<file path="config.mk">
export PLATFORM = sky130hd
export DESIGN_NAME = pe_feeder
export DESIGN_NICKNAME = d
export VERILOG_FILES = /design/src/rtl/pe_feeder.sv
export SDC_FILE = /design/constraint.sdc
export NUM_CORES = 1
export LEC_CHECK = 0
export CORE_ASPECT_RATIO = 0.9
export CORE_MARGIN = 4
export CORE_UTILIZATION = 44
export CTS_BUF_LIST = sky130_fd_sc_hd__clkbuf_16
export DETAILED_ROUTE_END_ITERATION = 6
export HOLD_SLACK_MARGIN = 0.15
export PLACE_DENSITY_LB_ADDON = 0.12
export SYNTH_ARGS = -nofsm -noshare
export SYNTH_HDL_FRONTEND = slang
export SYNTH_SLANG_ARGS = --single-unit
export TNS_END_PERCENT = 30
</file>
<file path="constraint.sdc">
create_clock -name clk -period 8 [get_ports clk]
set_input_delay 2 -clock clk [delete_from_list [all_inputs] [get_ports clk]]
set_output_delay 2 -clock clk [all_outputs]
set_load 0.05 [all_outputs]
</file>
<file path="src/rtl/pe_feeder.sv">
// pe_feeder: sequences one PE pass, streaming filter/ifmap/ipsum words from the GLB and
// writing opsum results back. Define PE_FEEDER_PERF_EN to add the perf_cycles output.
module pe_feeder (
  input  logic        clk,
  input  logic        rst_n,
  input  logic        start,
  input  logic [12:0] i_config,
  input  logic [11:0] filter_base,
  input  logic [11:0] ifmap_base,
  input  logic [11:0] ipsum_base,
  input  logic [11:0] opsum_base,
  output logic [11:0] glb_addr,
  output logic        glb_ren,
  input  logic [31:0] glb_rdata,
  output logic        glb_wen,
  output logic [31:0] glb_wdata,
  output logic        pe_en,
  output logic [12:0] pe_config,
  output logic [31:0] filter,
  output logic [31:0] ifmap,
  output logic [31:0] ipsum,
  output logic        filter_valid,
  output logic        ifmap_valid,
  output logic        ipsum_valid,
  input  logic        filter_ready,
  input  logic        ifmap_ready,
  input  logic        ipsum_ready,
  input  logic [31:0] opsum,
  input  logic        opsum_valid,
  output logic        opsum_ready,
  output logic        busy,
  output logic        done
`ifdef PE_FEEDER_PERF_EN
  ,
  output logic [31:0] perf_cycles
`endif
);
  localparam int DATA_W = 32;
  localparam int ADDR_W = 12;
  localparam int CNT_W  = 6;

  typedef enum logic [2:0] {IDLE, CFG, FILTER, IFMAP, IPSUM, OPSUM, DONE} state_t;

  state_t            state;
  logic [ADDR_W-1:0] filt_ptr, ifm_ptr, ips_ptr, ops_ptr;
  logic [CNT_W-1:0]  issue_left, xfer_left, col;
  logic              rd_vld_p1, hold_vld_p1;
  logic [DATA_W-1:0] hold_p1;

  logic [CNT_W-1:0]  rs_n, u_n, p_n, q_n, f_n, nf_n, np_n;
  logic              stream, sink_rdy, word_vld, xfer, issue, last_xfer, op_wr, last_op;
  logic [DATA_W-1:0] word;
  logic [ADDR_W-1:0] rd_addr;

  function automatic logic [CNT_W-1:0] field_p1(input logic [1:0] f);
    return CNT_W'(f) + CNT_W'(1);
  endfunction

  assign rs_n = field_p1(pe_config[11:10]);
  assign u_n  = CNT_W'(pe_config[9]) + CNT_W'(1);
  assign p_n  = field_p1(pe_config[8:7]);
  assign q_n  = field_p1(pe_config[1:0]);
  assign f_n  = CNT_W'(pe_config[6:2]);
  assign nf_n = p_n * rs_n;
  assign np_n = pe_config[12] ? q_n : p_n;

  always_comb begin
    stream   = 1'b0;
    sink_rdy = 1'b0;
    rd_addr  = '0;
    case (state)
      FILTER: begin stream = 1'b1; sink_rdy = filter_ready; rd_addr = filt_ptr; end
      IFMAP:  begin stream = 1'b1; sink_rdy = ifmap_ready;  rd_addr = ifm_ptr;  end
      IPSUM:  begin stream = 1'b1; sink_rdy = ipsum_ready;  rd_addr = ips_ptr;  end
      default: ;
    endcase
  end

  // A fresh GLB word is presented straight from glb_rdata; if not taken it is parked in hold_p1.
  assign word_vld  = rd_vld_p1 | hold_vld_p1;
  assign word      = rd_vld_p1 ? glb_rdata : hold_p1;
  assign xfer      = stream & word_vld & sink_rdy;
  assign issue     = stream & (issue_left != '0) & (~word_vld | sink_rdy);
  assign last_xfer = xfer & (xfer_left == CNT_W'(1));
  assign op_wr     = (state == OPSUM) & opsum_valid;
  assign last_op   = op_wr & (xfer_left == CNT_W'(1));

  assign glb_ren      = issue;
  assign glb_wen      = op_wr;
  assign glb_addr     = issue ? rd_addr : (op_wr ? ops_ptr : '0);
  assign glb_wdata    = op_wr ? opsum : '0;
  assign pe_en        = (state == CFG);
  assign opsum_ready  = (state == OPSUM);
  assign busy         = (state != IDLE);
  assign done         = (state == DONE);
  assign filter_valid = (state == FILTER) & word_vld;
  assign ifmap_valid  = (state == IFMAP) & word_vld;
  assign ipsum_valid  = (state == IPSUM) & word_vld;
  assign filter       = filter_valid ? word : '0;
  assign ifmap        = ifmap_valid ? word : '0;
  assign ipsum        = ipsum_valid ? word : '0;

  // p1: read data capture
  always_ff @(posedge clk) begin
    if (rd_vld_p1) hold_p1 <= glb_rdata;
  end

  always_ff @(posedge clk or negedge rst_n) begin
    if (!rst_n) begin
      state       <= IDLE;
      pe_config   <= '0;
      filt_ptr    <= '0;
      ifm_ptr     <= '0;
      ips_ptr     <= '0;
      ops_ptr     <= '0;
      issue_left  <= '0;
      xfer_left   <= '0;
      col         <= '0;
      rd_vld_p1   <= 1'b0;
      hold_vld_p1 <= 1'b0;
    end else begin
      rd_vld_p1   <= issue;
      hold_vld_p1 <= stream & word_vld & ~sink_rdy;
      if (issue) begin
        issue_left <= issue_left - CNT_W'(1);
        case (state)
          FILTER:  filt_ptr <= filt_ptr + ADDR_W'(1);
          IFMAP:   ifm_ptr  <= ifm_ptr + ADDR_W'(1);
          IPSUM:   ips_ptr  <= ips_ptr + ADDR_W'(1);
          default: ;
        endcase
      end
      if (xfer || op_wr) xfer_left <= xfer_left - CNT_W'(1);
      if (op_wr) ops_ptr <= ops_ptr + ADDR_W'(1);
      // Phase loads below take priority over the per-word decrements above.
      case (state)
        IDLE: if (start) begin
          pe_config <= i_config;
          filt_ptr  <= filter_base;
          ifm_ptr   <= ifmap_base;
          ips_ptr   <= ipsum_base;
          ops_ptr   <= opsum_base;
          col       <= '0;
          state     <= CFG;
        end
        CFG: begin
          issue_left <= nf_n;
          xfer_left  <= nf_n;
          state      <= FILTER;
        end
        FILTER: if (last_xfer) begin
          issue_left <= rs_n;
          xfer_left  <= rs_n;
          state      <= IFMAP;
        end
        IFMAP: if (last_xfer) begin
          issue_left <= np_n;
          xfer_left  <= np_n;
          state      <= IPSUM;
        end
        IPSUM: if (last_xfer) begin
          issue_left <= '0;
          xfer_left  <= np_n;
          state      <= OPSUM;
        end
        OPSUM: if (last_op) begin
          if (col == f_n) begin
            state <= DONE;
          end else begin
            col        <= col + CNT_W'(1);
            issue_left <= u_n;
            xfer_left  <= u_n;
            state      <= IFMAP;
          end
        end
        DONE:    state <= IDLE;
        default: state <= IDLE;
      endcase
    end
  end

`ifdef PE_FEEDER_PERF_EN
  always_ff @(posedge clk or negedge rst_n) begin
    if (!rst_n)                     perf_cycles <= '0;
    else if (state == IDLE && start) perf_cycles <= '0;
    else if (state != IDLE)         perf_cycles <= perf_cycles + 32'd1;
  end
`endif
endmodule
</file>
Yosys cells after proc, flatten, opt, wreduce, memory -nomap -nowiden
Cells that the tools add are included.
{ "classes": {"n_eq_ne": 14, "n_addsub": 11, "bitwise_logic": 15, "n_reduce_logical": 10, "mul": 1, "n_mux": 50} }
{ "ops": {"columns": ["cell", "count"], "rows": [
  ["$mux W12", 17],
  ["$mux W32", 5],
  ["$mux W6", 14],
  ["$add A12 B1 Y12 const B", 4],
  ["$pmux W12 S3", 1],
  ["$pmux W6 S5", 1],
  ["$pmux W6 S4", 1],
  ["$mux W3", 7],
  ["$pmux W3 S6", 1],
  ["$pmux W6 S2", 1],
  ["$sub A6 B1 Y6 const B", 2],
  ["$and A1 B1 Y1", 11],
  ["$ne A2 B2 Y1 const B", 5],
  ["$add A2 B1 Y3 const B", 3],
  ["$eq A3 B3 Y1 const B", 3],
  ["$add A6 B1 Y6 const B", 1],
  ["$eq A3 B2 Y1 const B", 2],
  ["$eq A6 B1 Y1 const B", 1],
  ["$eq A6 B5 Y1", 1],
  ["$mul A3 B3 Y6", 1],
  ["$reduce_bool A6 Y1", 1],
  ["$reduce_and A5 Y1", 1],
  ["$reduce_and A4 Y1", 1],
  ["$eq A3 B1 Y1 const B", 1],
  ["13 further kinds", 15]
]} }
{ "totals": {"inputBits": 132, "ff_bits": 116, "out_inout_bits": 162} }

Depth between registers and ports, before layout
Gate-level depths: netlist (run 1).
{ "depth": {"word_depth": 10, "ltp_mapped": 11} }

Worst setup path after synthesis (run 1)
No wires, ideal clock.
{ "synth_path": {"kind": "input-to-output", "from": "in ifmap_ready", "to": "out glb_addr[5]", "arrival_ps": 4170, "path_stages": 7, "path_slack_ps": 1830, "required_time_ps": 6000, "path_cell_list": "mux2_2 -> and2_1 -> clkbuf_1 -> o21ai_2 -> inv_2 -> nand2_1 -> o21ai_0"} }
{ "synth_via": {"elab_chain_cells": 4} }
{ "synth_lines": {"columns": ["element", "line_no", "rtl"], "rows": [
  ["start, declared", "26", "input logic ifmap_ready,"],
  ["$pmux W1 S3", "71", "case (state)"],
  ["$or A1 B1 Y1", "83", "assign issue = stream & (issue_left != '0) & (~word_vld | sink_rdy);"],
  ["$and A1 B1 Y1", "83", null],
  ["named net glb_ren", "13", "output logic glb_ren,"],
  ["$mux W12", "90", "assign glb_addr = issue ? rd_addr : (op_wr ? ops_ptr : '0);"],
  ["end, declared", "12", "output logic [11:0] glb_addr,"]
]} }
The timed path passes the listed nets, and every way through them passes these cells.

Worst setup path after layout (run 1)
{ "layout_path": {"from": "in filter_ready", "to": "out glb_addr[9]"} }
{ "layout_via": {"elab_chain_cells": 4} }
{ "layout_lines": {"columns": ["element", "line_no", "rtl"], "rows": [
  ["start, declared", "25", "input logic filter_ready,"],
  ["$pmux W1 S3", "71", null],
  ["$or A1 B1 Y1", "83", null],
  ["$and A1 B1 Y1", "83", null],
  ["$mux W12", "90", null]
]} }
Every way passes these cells.

==> metrics.cfg, run 1 <==
[yosys]
postSynthAreaPerCell_um2=8.02
ys_ff_latch=116
synth_nets=1047
synth_area_mm2=0.00717
async_flop_share_pct=72.4
synth_top_cell_area_share_pct=29.3
synth-edff-count=0
ys_warn_count=0
ys.flop_type=dfrtp_1
synth_cell_types=62
ys_seq_area_share_pct=38.3
netlist_instances=893
synth_area_leader_cell=dfrtp_1
synth_area_leaders=dfrtp_1 (29%), dfxtp_1 (8.9%), nor2_1 (7.6%), mux2i_1 (7.5%), nand2_1 (7.0%)

[global_routing]
grt_usage_pct=26.1
grt.overflow.total=0
grt_pass1_wl_um=37600
first_global_vias=6895
antenna_found_initial=1
grt_max_degree=95

[drt]
routedWlPerCell_um=18.0
wl_um=24900
route.detailed.drc=0
drt_iter0_drc=525
via_per_inst=5.29
vias=7319
ant_nets=0
first_pass_iters=6

[timing]
fin_ws_ns=1.22
rsz0062_at_grt=no
slew_viol_final=0
fmax_ghz=0.148
maxSlewHeadroom_pct=33.3
finalSetupViolCount=0
post-route-min-period_ns=6.78
final-hold-violation-count=0
fin_tns_setup_ns=0
clock_skew_ns=0.00587
post-route-period-util_pct=84.7
worst_pin_slew_ns=0.998

[place]
hpwlAfterDp_um=18800
io_buffer_count=293
dpl-instance-area_mm2=0.0102
routabilityCongestion=0.860
dp_slack_ns=1.27

[die]
dieArea_mm2=0.0184
core_area_mm2=0.0157
initial_core_util_pct=45.6
fp.dieH_um=129
die_x_um=143
placementRows=43
pin_count=294

[clocking]
cts_made_buffers=17
ctsHtreeMaxLevel=4
cts_max_path_buffers=2
postCtsSetupBuffers=0
ctsResizeCount=0
cts_sinks=116
hold_buffers=0
insertion_delay_ns=0.42
cts_tree=yes
cts_root_buf=clkbuf_16
path_clk_slew_ns=0.05

[worst_setup_path]
crit_type=in2out
max_stage_delay_ns=0.85
required_ns=6.00
crit_fanout=18
crit_path_frequent_cell=clkdlybuf4s50_1
worst_ep_arrival_time_ns=4.78
cp_cell_sequence=clkdlybuf4s50_1, mux2_2, and2_1, o21ai_2, buf_4, inv_2, nand2_1, o21ai_0, clkdlybuf4s50_1
critPathCaptureType=output pin
crit_path_start_kind=primary input
critPathSlowestCell=clkdlybuf4s50_1

[final_layout]
syn_to_final_growth_pct=50.6
antenna_cells=0
finalNetCount=1322
drive_gt1_share_pct=4.66
finalInstanceArea_mm2=0.0108

[status]
status=finished clean

[pwr]
leakage_nw=4.62
ir_drop_uv=400
p_per_area_mw_per_mm2=449
power_mw=4.84

[run]
drv_cap=0

[worst_hold_path]
hp-class=reg2reg

==> where the power goes <==
part	internal (mW)	leakage (nW)	switching (mW)	total [mW]
Sequential	0.868	1.33	0.306	1.17
Combinational	1.01	3.02	1.94	2.96
Clock	0.447	0.272	0.264	0.711
Total	2.33	4.62	2.51	4.84
==> cell usage after synthesis (2+ instances only) <==
master	number
xnor2_1	27
o21ai_0	67
and3_1	10
inv_1	51
buf_1	9
a31oi_1	3
and2_1	38
nor2b_1	6
xor2_1	28
buf_2	2
or2_2	2
mux2i_1	54
fa_1	2
o22ai_1	6
o221ai_1	2
a22o_1	3
ha_1	20
or3_1	3
nand2_1	134
nor3_1	16
a211oi_1	2
a2111oi_4	2
nand4_1	16
mux2_2	4
nor2_1	145
a221oi_1	2
inv_2	2
nor4_1	7
o2111ai_1	2
nand2b_1	5
nand3_1	13
clkbuf_1	35
a22oi_1	4
a21oi_1	26
o21bai_1	3
o211ai_1	2
dfrtp_1	84
dfxtp_1	32
==> logic make-up (layout without fill, tap and decap cells) <==
group	Yosys count	in the layout	share of synthesized area [%]
compound gates	139	139	12.3
xor+xnor	55	55	6.72
fa+ha+maj	22	22	4.05
buf+inv	100	388	5.29
flops	116	116	38.3
mux	58	58	8.17
simple gates	403	403	25.2
==> flip-flops by register name, summed over array words and instances (netlist names) <==
name and flops:
hold_p1 32, pe_config 13, filt_ptr 12, ifm_ptr 12
ips_ptr 12, ops_ptr 12, col 6, issue_left 6
xfer_left 6, state 3, hold_vld_p1 1, rd_vld_p1 1
==> path summary, 6_finish.rpt <==
path                                            end                  from  cells past startpoint  slack (ns)
setup / recovery                        glb_addr[9]          filter_ready                      9        1.22
hold / removal                   hold_p1[8]$_DFF_P_    hold_p1[8]$_DFF_P_                      2        0.50
setup reg to reg              ops_ptr[11]$_DFF_PN0_  state[0]$_DFFE_PN0P_                      8        4.80
hold reg to reg                  hold_p1[8]$_DFF_P_    hold_p1[8]$_DFF_P_                      2        0.50
max in group asynchronous      ips_ptr[1]$_DFF_PN0_                 rst_n                      2        5.43
min in group asynchronous  pe_config[7]$_DFFE_PN0P_                 rst_n                      1        1.52
==> through the flow <==
step	hold slack [ns]	util, %	cells
6_report	0.499	68.7	1383
2_1_floorplan	0.462	-	893
5_1_grt	0.533	68.7	1383
3_3_place_gp	0.488	65.2	1351
4_1_cts	0.504	68.7	1383
3_5_place_dp	0.491	65.2	1351
==> metal layers <==
metal	GRT usage [%]	part of all wire (%)	vias up
met2	41.6	48	332
li1	-	-	3527
met5	0	0.032	-
met1	34.6	41	3407
met4	9.33	3.0	2
met3	6.57	7.9	51
==> cells in the final DEF (no fill, tap or decap), types with 5 or more instances in the layout <==
| cell | synthesis | final |
|---|---|---|
| a21oi_1 | 26 | 26 |
| and2_1 | 38 | 37 |
| and3_1 | 10 | 10 |
| buf_4 | 0 | 10 |
| clkbuf_16 | 0 | 17 |
| clkdlybuf4s50_1 | 0 | 292 |
| clkinv_1 | 0 | 6 |
| clkinv_2 | 1 | 5 |
| dfrtp_1 | 84 | 83 |
| dfxtp_1 | 32 | 32 |
| ha_1 | 20 | 20 |
| inv_1 | 51 | 52 |
| mux2i_1 | 54 | 54 |
| nand2_1 | 134 | 134 |
| nand2b_1 | 5 | 5 |
| nand3_1 | 13 | 13 |
| nand4_1 | 16 | 16 |
| nor2_1 | 145 | 145 |
| nor2b_1 | 6 | 6 |
| nor3_1 | 16 | 16 |
| nor4_1 | 7 | 7 |
| o21ai_0 | 67 | 67 |
| o22ai_1 | 6 | 6 |
| xnor2_1 | 27 | 27 |
| xor2_1 | 28 | 28 |
==> critical path, delay by kind of cell <==
family | cells | cell delay [ns]
AOI/OAI and AO/OA | 2 | 0.37
buffers and inverters | 4 | 1.78
and+or+nand+nor | 2 | 0.42
muxes | 1 | 0.20
==> cell type report <==
class	count	area, um2
Tap cell	202	253
Inverter	54	204
Sequential cell	116	2740
Clock buffer	17	425
Clock inverter	15	123
Timing Repair Buffer	302	3000
Fill cell	1352	4920
Multi-Input combinational cell	677	4050
Note: power is estimated with default switching activity, not from simulation.
==> run 2, diff against run 1 <==
==> constraint.sdc (replaced) <==
create_clock -name clk -period 6.66 [get_ports clk]
set_input_delay 1.665 -clock clk [delete_from_list [all_inputs] [get_ports clk]]
set_output_delay 1.665 -clock clk [all_outputs]
set_load 0.05 [all_outputs]
==> metrics.cfg, run 2 (same netlist as run 1, synthesis figures left out) <==
[worst_setup_path]
critPathCaptureType=output pin
crit_family=buffers and inverters
critical_path.startpoint=filter_ready
max_stage_delay_ns=0.73  ; -0.12 ns
critPathSlowestCell=clkdlybuf4s50_1
crit_end=glb_addr[3]
r2r_start=state[1]$_DFFE_PN0P_
crit_type=in2out
ff2ff_path_depth=8  ; unchanged
r2r-end=issue_left[5]$_DFF_PN0_
crit_path_start_kind=primary input
crit_path_frequent_cell=clkdlybuf4s50_1
required_ns=4.99  ; -1.01 ns
worst_ep_arrival_time_ns=3.97  ; -0.81 ns
reg2reg_slack_ns=3.72  ; -1.08 ns
cp_num_cells=6  ; -3
crit_fanout=7  ; -11
cp_cell_sequence=clkdlybuf4s50_1, mux2_2, and2_1, o21ai_2, o21ai_0, clkdlybuf4s50_1
crit_buf_inv=2  ; -2

[drt]
wl_met2_um=12100  ; +2.2%
topRoutingLayerUsed=met4
wl_um=24800  ; -0.25%
routedWlPerCell_um=17.9  ; -0.40%
drt_iter0_drc=528  ; +0.57%
vias=7292  ; -0.37%
ant_nets=0  ; unchanged
first_pass_iters=5  ; -1
via_per_inst=5.26  ; -0.51%
route.detailed.drc=0  ; unchanged
route.met3.wl_um=1960  ; about the same
wl_met1_um=10100  ; -1.6%

[run]
drv_cap=0  ; unchanged

[clocking]
cts_sinks=116  ; unchanged
cts_root_buf=clkbuf_16
postCtsSetupBuffers=0  ; unchanged
cts_max_path_buffers=2  ; unchanged
ctsResizeCount=0  ; unchanged
insertion_delay_ns=0.43  ; about the same
ctsHtreeMaxLevel=4  ; unchanged
cts_tree=yes
path_clk_slew_ns=0.05  ; about the same
cts_made_buffers=17  ; unchanged
hold_buffers=0  ; unchanged

[timing]
hold_slack_ns=0.504  ; +0.00498 ns
rsz0062_at_grt=no
finalSetupViolCount=0  ; unchanged
maxSlewHeadroom_pct=20.3  ; -13 points
fin_tns_setup_ns=0  ; unchanged
fmax_ghz=0.177
final-hold-violation-count=0  ; unchanged
post-route-period-util_pct=84.6
clock_skew_ns=0.0144  ; +0.00856 ns
worst_pin_slew_ns=1.19  ; +0.195 ns
slew_viol_final=0  ; unchanged
post-route-min-period_ns=5.63

[pwr]
leakage_nw=4.65  ; +0.72%
power_mw=5.76  ; +19%
switching_share_pct=52.5  ; +0.57 points
p_clk_share_pct=13.7  ; -1.0 points
p_sw_mw=3.02  ; +20%
ir_drop_uv=421  ; +5.2%
pwr-share-seq_pct=23.7  ; -0.6 points
p_per_area_mw_per_mm2=536  ; +19%
p_int_mw=2.74  ; +18%
combPwrFrac_pct=62.6  ; +1.5 points

[final_layout]
layout_common_cells=clkdlybuf4s50_1 (285), nor2_1 (145), nand2_1 (134), dfrtp_1 (83), o21ai_0 (67)
final_common_cell=clkdlybuf4s50_1
drive_gt1_share_pct=5.16  ; +0.50 points
antenna_cells=0  ; unchanged
largest_reg_flops=32  ; unchanged
finish.utilization_pct=68.4  ; -0.26 points
regMostFlops=hold_p1
finalNetCount=1324  ; +0.15%
finalInstanceArea_mm2=0.0108  ; -0.38%
reg.largest.list=hold_p1 (32), pe_config (13)
syn_to_final_growth_pct=50.0

[die]
pin_count=294  ; unchanged
core_area_mm2=0.0157  ; unchanged
die_x_um=143  ; unchanged
dieArea_mm2=0.0184  ; unchanged
initial_core_util_pct=45.6  ; unchanged
placementRows=43  ; unchanged
fp.dieH_um=129  ; unchanged

[worst_hold_path]
hp-class=reg2reg

[global_routing]
grt.overflow.total=0  ; unchanged
antenna_found_initial=0  ; -1
first_global_vias=6812  ; -1.2%
grt_usage_pct=26.2  ; +0.093 points
grt_pass1_wl_um=37600  ; about the same
grt_max_degree=83  ; -13%

[place]
routabilityCongestion=0.948  ; +10%
hpwlAfterDp_um=19000  ; +1.2%
io_buffer_count=293  ; unchanged
dpl-instance-area_mm2=0.0102  ; about the same

[status]
status=finished clean

## run 2: power groups by stage
stage	Clock (mW)	Sequential [mW]	Combinational [mW]
finish	0.790	1.37	3.61
global route	0.828	1.41	3.83
CTS	0.799	1.36	3.61
detailed placement	0	1.36	3.59
global placement	0	1.36	3.56
floorplan	0	1.39	2.36
## run 2: cell type report
class	instances	area (um2)
clock buffer	18	450
clock inverter	14	58.8
timing repair buffer	304	3000
multi-input combinational	677	4050
inverter	54	204
sequential	116	2740
fill	1364	4960
tap	202	253
## run 2: worst min-delay path by stage
stage                             start             endpoint  slack (ns)  depth (start not counted)
detailed placement  hold_p1[10]$_DFF_P_  hold_p1[10]$_DFF_P_        0.50                          2
global placement    hold_p1[10]$_DFF_P_  hold_p1[10]$_DFF_P_        0.48                          2
CTS                 hold_p1[12]$_DFF_P_  hold_p1[12]$_DFF_P_        0.51                          2
global route        hold_p1[22]$_DFF_P_  hold_p1[22]$_DFF_P_        0.54                          2
floorplan           hold_p1[31]$_DFF_P_  hold_p1[31]$_DFF_P_        0.46                          2
finish              hold_p1[10]$_DFF_P_  hold_p1[10]$_DFF_P_        0.50                          2
## run 2: per-stage QoR
stage                     instances  worst slack (ns)
final                          1385              1.03
after global routing           1385             0.937
after CTS                      1385              1.02
after detailed placement       1353              1.03
after global placement         1353              1.09
after floorplan                 893              1.16
## run 2: layer usage
| metal | up-vias | global-route usage, % |
|---|---|---|
| met2 | 303 | 43.9 |
| met4 | 0 | 8.55 |
| met5 | - | 0 |
| li1 | 3535 | - |
| met1 | 3405 | 33.2 |
| met3 | 49 | 6.72 |
## run 2: worst register-to-register path: stages (launching register included)
cell	delay, ns
dfrtp_1	0.56
and2b_1	0.33
nand2_2	0.16
clkinv_2	0.24
a22oi_1	0.16
nor2_1	0.65
nand3_1	0.15
o2111ai_1	0.31
o21ai_0	0.22
==> run 3, diff against run 2 <==
==> constraint.sdc (replaced) <==
create_clock -name clk -period 5.3 [get_ports clk]
set_input_delay 1.325 -clock clk [delete_from_list [all_inputs] [get_ports clk]]
set_output_delay 1.325 -clock clk [all_outputs]
set_load 0.05 [all_outputs]
==> metrics.cfg, run 3 (same netlist as run 1, synthesis figures left out) <==
[worst_setup_path]
max_stage_delay_ns=0.48  ; -0.25 ns
crit_path_start_kind=primary input
required_ns=3.97  ; -1.02 ns
critPathSlowestCell=o311a_1
crit_family=compound AO/OA/AOI/OAI gates
critPathCaptureType=output pin
cp_cell_sequence=clkdlybuf4s50_1, mux2_2, and2_1, o311a_1, a22oi_1, o21ai_0, buf_12
crit_buf_inv=2  ; unchanged
crit_fanout=7  ; unchanged
worst_ep_arrival_time_ns=3.36  ; -0.61 ns
crit_type=in2out

[global_routing]
antenna_found_initial=0  ; unchanged
first_global_vias=6921  ; +1.6%
grt_pass1_wl_um=38100  ; +1.3%
grt.overflow.total=0  ; unchanged
grt_usage_pct=26.5  ; +0.31 points
grt_max_degree=85  ; +2.4%

[die]
placementRows=43  ; unchanged
fp.dieH_um=129  ; unchanged
dieArea_mm2=0.0184  ; unchanged
die_x_um=143  ; unchanged
core_area_mm2=0.0157  ; unchanged
pin_count=294  ; unchanged
initial_core_util_pct=45.6  ; unchanged

[drt]
ant_nets=0  ; unchanged
first_pass_iters=5  ; unchanged
routedWlPerCell_um=18.0  ; +0.65%
wl_um=25000  ; +0.65%
drt_iter0_drc=567  ; +7.4%
route.detailed.drc=0  ; unchanged
via_per_inst=5.32  ; +0.99%
vias=7364  ; +0.99%

[clocking]
cts_root_buf=clkbuf_16
path_clk_slew_ns=0.05  ; about the same
ctsHtreeMaxLevel=4  ; unchanged
cts_sinks=116  ; unchanged
insertion_delay_ns=0.42  ; about the same
cts_made_buffers=17  ; unchanged
hold_buffers=0  ; unchanged
ctsResizeCount=0  ; unchanged
postCtsSetupBuffers=0  ; unchanged
cts_tree=yes
cts_max_path_buffers=2  ; unchanged

[timing]
clock_skew_ns=0.00932  ; -0.00511 ns
maxSlewHeadroom_pct=25.9  ; +5.6 points
post-route-period-util_pct=88.5
worst_pin_slew_ns=1.11  ; -0.0808 ns
fin_tns_setup_ns=0  ; unchanged
finalSetupViolCount=0  ; unchanged
fmax_ghz=0.213
post-route-min-period_ns=4.69
rsz0062_at_grt=no
slew_viol_final=0  ; unchanged
hold_slack_ns=0.502  ; -0.00154 ns
fin_ws_ns=0.611  ; -0.414 ns
final-hold-violation-count=0  ; unchanged

[final_layout]
antenna_cells=0  ; unchanged
layout_common_cells=clkdlybuf4s50_1 (246), nor2_1 (145), nand2_1 (134), dfrtp_1 (83), o21ai_0 (67)
finalNetCount=1325  ; +0.076%
largest_reg_flops=32  ; unchanged
syn_to_final_growth_pct=56.7
finish.utilization_pct=71.5  ; +3.0 points
final_common_cell=clkdlybuf4s50_1
drive_gt1_share_pct=8.54  ; +3.4 points
reg.largest.list=hold_p1 (32), pe_config (13)
regMostFlops=hold_p1
finalInstanceArea_mm2=0.0112  ; +4.4%

[place]
routabilityCongestion=0.972  ; +2.6%
hpwlAfterDp_um=18900  ; -0.94%
io_buffer_count=293  ; unchanged
dpl-instance-area_mm2=0.0107  ; +4.6%
dp_slack_ns=0.646  ; -0.389 ns

[pwr]
ir_drop_uv=573  ; +36%
p_per_area_mw_per_mm2=662  ; +24%
leakage_nw=4.86  ; +4.4%

[run]
drv_cap=0  ; unchanged

[status]
status=finished clean

[worst_hold_path]
hp-class=reg2reg

-- run 3: changes by cell type in the layout (fill, tap and decap cells not counted), moves of 2 or more --
cell	previous run	this run
buf_12	0	45
buf_4	19	14
clkdlybuf4s50_1	285	246
inv_1	59	57
-- run 3: report_power, final --
group	switching (mW)	total [mW]	internal [mW]	leakage [nW]
Combinational	2.95	4.63	1.68	3.26
Sequential	0.465	1.78	1.31	1.33
Clock	0.404	1.03	0.622	0.276
-- run 3: layout make-up --
class	count	area (um2)
multi-input combinational	677	4050
tap	202	253
fill	1260	4480
inverter	54	204
sequential	116	2740
clock inverter	14	87.6
clock buffer	17	425
timing repair buffer	305	3470
-- run 3: per-stage QoR --
step,std cells,total power [mW]
after global placement,1354,6.33
final,1385,7.43
after CTS,1385,7.44
after detailed placement,1354,6.38
after floorplan,893,4.71
after global routing,1385,7.85
-- run 3: final timing paths --
path / startpoint / end / slack [ns] / cells past startpoint
setup / recovery: filter_ready / glb_addr[9] / 0.61 / 7
hold / removal: hold_p1[11]$_DFF_P_ / hold_p1[11]$_DFF_P_ / 0.50 / 2
setup reg to reg: rd_vld_p1$_DFF_PN0_ / xfer_left[5]$_DFF_PN0_ / 2.37 / 6
hold reg to reg: hold_p1[11]$_DFF_P_ / hold_p1[11]$_DFF_P_ / 0.50 / 2
max in group asynchronous: rst_n / rd_vld_p1$_DFF_PN0_ / 3.39 / 1
min in group asynchronous: rst_n / pe_config[10]$_DFFE_PN0P_ / 1.08 / 1
-- run 3: worst reg2reg max path, delay by kind of cell (launching register included) --
kind	cells	cell delay, ns
and+or+nand+nor	4	1.22
DFF	1	1.04
AOI/OAI and AO/OA	2	0.52
-- run 3: per-layer routing --
layer  vias to the layer above  routed length (um)  GRT usage [%]
met5                         -                   0              0
met4                         0                 703           9.22
met3                        51                1850           5.42
met2                       339               12300           43.8
met1                      3441               10100           34.7
li1                       3533                   -              -
